===== config.mk =====
export PLATFORM = sky130hd
export DESIGN_NAME = truth_table_scanner
export DESIGN_NICKNAME = d
export VERILOG_FILES = /design/src/rtl/truth_table_scanner.sv
export SDC_FILE = /design/constraint.sdc
export NUM_CORES = 1
export LEC_CHECK = 0
export CORE_MARGIN = 1
export CORE_UTILIZATION = 40
export DETAILED_ROUTE_END_ITERATION = 8
export HOLD_SLACK_MARGIN = 0.05
export PLACE_DENSITY = 0.65
export SETUP_SLACK_MARGIN = 0.3
export SYNTH_ARGS = -nofsm -noshare
export SYNTH_HDL_FRONTEND = slang
export SYNTH_SLANG_ARGS = --single-unit

===== constraint.sdc =====
create_clock -name clk -period 1.9 [get_ports clk]
set_input_delay 0.38 -clock clk [delete_from_list [all_inputs] [get_ports clk]]
set_output_delay 0.38 -clock clk [all_outputs]
set_load 0.01 [all_outputs]

===== src/rtl/truth_table_scanner.sv =====
// Truth-table self-test engine: sweeps all 2^N_IN input vectors, samples the DUT on the last
// dwell cycle of each and compares against EXPECT. Define SCAN_LOOP_EN for continuous sweeping.
module truth_table_scanner #(
  parameter int N_IN  = 3,
  parameter int N_OUT = 1,
  parameter logic [(2**N_IN)*N_OUT-1:0] EXPECT = 8'b1110_1000,
  parameter int DWELL = 16
) (
  input  logic                        clk,
  input  logic                        rst_n,
  input  logic                        start,
  output logic [N_IN-1:0]             dut_in,
  input  logic [N_OUT-1:0]            dut_out,
  output logic                        busy,
  output logic                        done,
  output logic                        pass,
  output logic [N_IN:0]               fail_cnt,
  output logic [N_IN-1:0]             fail_idx,
  output logic [(2**N_IN)*N_OUT-1:0]  result
);

  // state   | meaning
  // S_IDLE  | waiting for first start after reset
  // S_APPLY | driving vector idx, counting dwell cycles
  // S_DONE  | sweep finished, results held
  localparam int NV  = 2**N_IN;
  localparam int TW  = NV*N_OUT;
  localparam int TMW = $clog2(DWELL);

  typedef enum logic [1:0] {S_IDLE, S_APPLY, S_DONE} state_t;
  state_t state, state_nxt;

  logic [N_IN-1:0] idx;
  logic [TMW-1:0]  timer;
  logic [N_IN:0]   w_cnt;
  logic [N_IN-1:0] w_idx;
  logic [TW-1:0]   w_res;
  logic            start_ok, last_dwell, last_vec, sample, mism;

  assign start_ok   = start && !busy;
  assign last_dwell = timer == TMW'(DWELL-1);
  assign last_vec   = idx == N_IN'(NV-1);
  assign sample     = (state == S_APPLY) && last_dwell;
  assign mism       = dut_out != EXPECT[int'(idx)*N_OUT +: N_OUT];
  assign dut_in     = idx;

`ifdef SCAN_LOOP_EN
  logic stop_req, sweep_end;
`else
  assign fail_cnt = w_cnt;
  assign fail_idx = w_idx;
  assign result   = w_res;
`endif

  always_comb begin
    state_nxt = state;
    case (state)
      S_IDLE, S_DONE: if (start_ok) state_nxt = S_APPLY;
      S_APPLY: begin
        if (sample && last_vec) begin
`ifdef SCAN_LOOP_EN
          if (stop_req) state_nxt = S_DONE;
`else
          state_nxt = S_DONE;
`endif
        end
      end
      default: state_nxt = S_IDLE;
    endcase
  end

  always_ff @(posedge clk or negedge rst_n) begin
    if (!rst_n) state <= S_IDLE;
    else        state <= state_nxt;
  end

  always_ff @(posedge clk or negedge rst_n) begin
    if (!rst_n) begin
      idx   <= '0;
      timer <= '0;
      w_cnt <= '0;
      w_idx <= '0;
      w_res <= '0;
      busy  <= 1'b0;
      done  <= 1'b0;
      pass  <= 1'b0;
`ifdef SCAN_LOOP_EN
      stop_req  <= 1'b0;
      sweep_end <= 1'b0;
      fail_cnt  <= '0;
      fail_idx  <= '0;
      result    <= '0;
`endif
    end else if (start_ok) begin
      idx   <= '0;
      timer <= '0;
      w_cnt <= '0;
      w_idx <= '0;
      w_res <= '0;
      busy  <= 1'b1;
      done  <= 1'b0;
      pass  <= 1'b0;
`ifdef SCAN_LOOP_EN
      stop_req  <= 1'b0;
      sweep_end <= 1'b0;
      fail_cnt  <= '0;
      fail_idx  <= '0;
      result    <= '0;
`endif
    end else begin
      if (state == S_APPLY) begin
        if (last_dwell) begin
          w_res[int'(idx)*N_OUT +: N_OUT] <= dut_out;
          if (mism) begin
            w_cnt <= w_cnt + 1'b1;
            if (w_cnt == '0) w_idx <= idx;
          end
          timer <= '0;
          if (!last_vec) idx <= idx + 1'b1;
`ifdef SCAN_LOOP_EN
          else if (!stop_req) idx <= '0;
`endif
        end else begin
          timer <= timer + 1'b1;
        end
      end
`ifdef SCAN_LOOP_EN
      if (state == S_APPLY && start) stop_req <= 1'b1;
      sweep_end <= sample && last_vec && !stop_req;
      done      <= 1'b0;
      // Publish the finished sweep, then clear the working copy for the next pass.
      if (sweep_end) begin
        done     <= 1'b1;
        pass     <= (w_cnt == '0);
        fail_cnt <= w_cnt;
        fail_idx <= w_idx;
        result   <= w_res;
        w_cnt    <= '0;
        w_idx    <= '0;
        w_res    <= '0;
      end
      if (state == S_DONE) begin
        done     <= 1'b1;
        busy     <= 1'b0;
        pass     <= (w_cnt == '0);
        fail_cnt <= w_cnt;
        fail_idx <= w_idx;
        result   <= w_res;
      end
`else
      if (state == S_DONE) begin
        done <= 1'b1;
        busy <= 1'b0;
        pass <= (w_cnt == '0);
      end
`endif
    end
  end

endmodule

==> summary.txt <==
Worst-Margin Slew = 0.392 ns
Post-Syn Area = 1540 um^2
EDFF count, synth = 0
Gate Count Post-Synth = 154
Avg WL per Cell = 14.9 um
Static leakage = 1.07 nW
Outcome = finished clean
Max FO, Critical Path = 2
GR Overflow Total = 0
Nets = 212
Final period util = 92.8%
Port buffer count = 24
CTS tree = built
DRT iter0 DRCs = 62
Num rows = 22
DIE AREA = 4090 um^2
Hold Vio Cnt, Final = 0
GP Congestion = 0.923
Critical Path AT = 1.93 ns
DR vias = 1285
Ports = 25
Total track usage = 19.6%
Critical Path Max Stage Delay = 0.42 ns
Synth Flop Type = dfrtp_1
Layout area overhead = 42.7%
Startpoint types = register
Max-cap violations = 0
Post-synth ARST share = 100%
Worst path slowest cell = or4_4
Hold/Removal Path Class = primary input to async pin
Fin Setup TNS = 0 ns
Yosys Warn Count = 0
Max frequency = 567 MHz
Design Area, Final = 2190 um^2
Worst-Skew Late Latency = 0.28 ns
Final Routed Wirelength = 3660 um
Antenna diodes = 0
Clock slew seen by the registers of the worst setup and hold paths = 0.10 ns
Root buffer cell = clkbuf_8
Synth Area per Inst = 9.97 um^2
CP cell instances = inv_4 > ha_4 > ha_4 > inv_4 > or4_4 > o311ai_2 > o41ai_1
Final total power = 3.39 mW
# DRC = 0
Cell family with most CP delay = adder cells
Vias in the first global route = 1346
Cell variety after synth = 40
DIE HEIGHT = 64.0 um
Final setup vio count = 0
PwrDens = 1550 nW/um^2
CTS Buffer Depth = 2
Chip width = 64.0 um
Synthesized net count = 168
Antenna viol nets, final = 0
First-pass GRT wire length = 6280 um
Commonest cells after routing, fill and taps aside = 26 x nand2_1, 25 x dfrtp_1, 18 x buf_4, 13 x mux2i_1
RSZ-0062 raised after global routing = yes
Num CTS Buffers = 3
Worst Path Buf+Inv = 2
Hold slack = 0.474 ns
Core area = 3660 um^2
Most common cell after layout, fill and taps aside = nand2_1
Layout cell share with drive strength beyond 1 = 28.4%
Final min period = 1.76 ns
Pin count of the biggest net entering global routing = 28
Worst Setup End Kind = register
Placed Cells = 230
Placed Area = 1960 um^2
Post-DP HPWL = 2570 um
Flops & latches, synth = 27
Required time worst endpoint = 2.06 ns
Clock sinks = 27
Fin cells = 245
Max Slew Vio Count = 0
Seq/Total Area, Yosys = 44.0%
Vias/cell = 5.24
Clk_skew = 0.00584 ns
Initial core utilization = 41.9%
Critical path type = register to register
Cts hold-fix bufs = 0
Rel. slew slack = 73.9%
Htree depth = 1
Initial antenna violation count = 0
Worst VDD drop = 1410 uV
DRT Pass-1 Iters = 4
==> kinds of logic after synthesis <==
family,synth area share [%]
compound gates,10.1
flops,44.0
mux,8.48
buf+inv,3.42
simple gates,24.7
fa+ha+maj,8.15
xor+xnor,1.14
==> cell usage after synthesis, types with 2 or more instances <==
| cell type | n | share of area (%) |
|---|---|---|
| nor2b_1 | 3 | 1.2 |
| or3_4 | 2 | 1.5 |
| o21ai_0 | 2 | 0.65 |
| a21oi_2 | 2 | 1.1 |
| inv_1 | 6 | 1.5 |
| nand4_1 | 3 | 1.2 |
| nand2b_1 | 4 | 1.6 |
| nand2_1 | 26 | 6.4 |
| clkbuf_1 | 2 | 0.49 |
| mux2i_1 | 13 | 8.5 |
| nor2_1 | 11 | 2.7 |
| a21oi_1 | 6 | 2.0 |
| nand3_1 | 4 | 1.3 |
| buf_2 | 3 | 0.98 |
| nor3_1 | 4 | 1.3 |
| ha_1 | 10 | 8.1 |
| nor4_2 | 2 | 1.6 |
| a32o_1 | 3 | 2.0 |
| dfrtp_1 | 27 | 44 |
==> stage by stage <==
step / util (%) / setup slack [ns]
2_1_floorplan: - / -0.0462
3_3_place_gp: 53.6 / 0.0835
3_5_place_dp: 53.6 / 0.0291
4_1_cts: 57.5 / 0.108
5_1_grt: 59.8 / 0.0843
6_report: 59.8 / 0.137
==> where the power goes <==
group          internal (mW)  total (mW)  leakage [nW]  switching, mW
Clock                  0.148       0.342        0.0255          0.194
Combinational           1.03        2.09         0.696           1.06
Sequential             0.789       0.962         0.344          0.173
==> final timing paths <==
| check | from | cells after the start | endpoint | slack (ns) |
|---|---|---|---|---|
| min | rst_n | 2 | fail_idx[2] | 0.47 |
| min in group clk | done | 2 | done | 0.50 |
| min reg2reg | done | 2 | done | 0.50 |
| max reg2reg | dut_in[0] | 7 | result[4] | 0.14 |
| max in group asynchronous | rst_n | 2 | dut_in[0] | 1.15 |
| max | dut_in[0] | 7 | result[4] | 0.14 |
==> registers in the layout (all words and copies together), names as in the netlist <==
name      cells
fail_cnt      4
done          1
timer         4
busy          1
state         2
pass          1
dut_in        3
result        8
fail_idx      3
==> routing by layer <==
layer / vias up / routed length [um] / track usage (%)
met2: 33 / 1700 / 32.8
met1: 620 / 1780 / 26.1
li1: 625 / - / -
met4: 0 / 74 / 6.82
met3: 7 / 107 / 2.32
met5: - / 0 / 0
==> timing repair <==
item | CTS | global route
pin swaps | 9 | 5
hold endpoints to repair | 0 | 0
setup buffers | 8 | 3
resized for setup | 14 | 17
endpoints found under the setup margin | 25 | 27
gates cloned | 0 | 0
==> area by class of cell <==
class | instances | area [um^2]
inverters | 7 | 31.3
repair buffers | 45 | 429
clock inverters | 1 | 5.00
fillers | 328 | 1470
multi-input cells | 114 | 946
well taps | 48 | 60.1
flip-flops and latches | 27 | 678
clock buffers | 3 | 41.3
No activity file was read; power rests on OpenSTA's default activity.
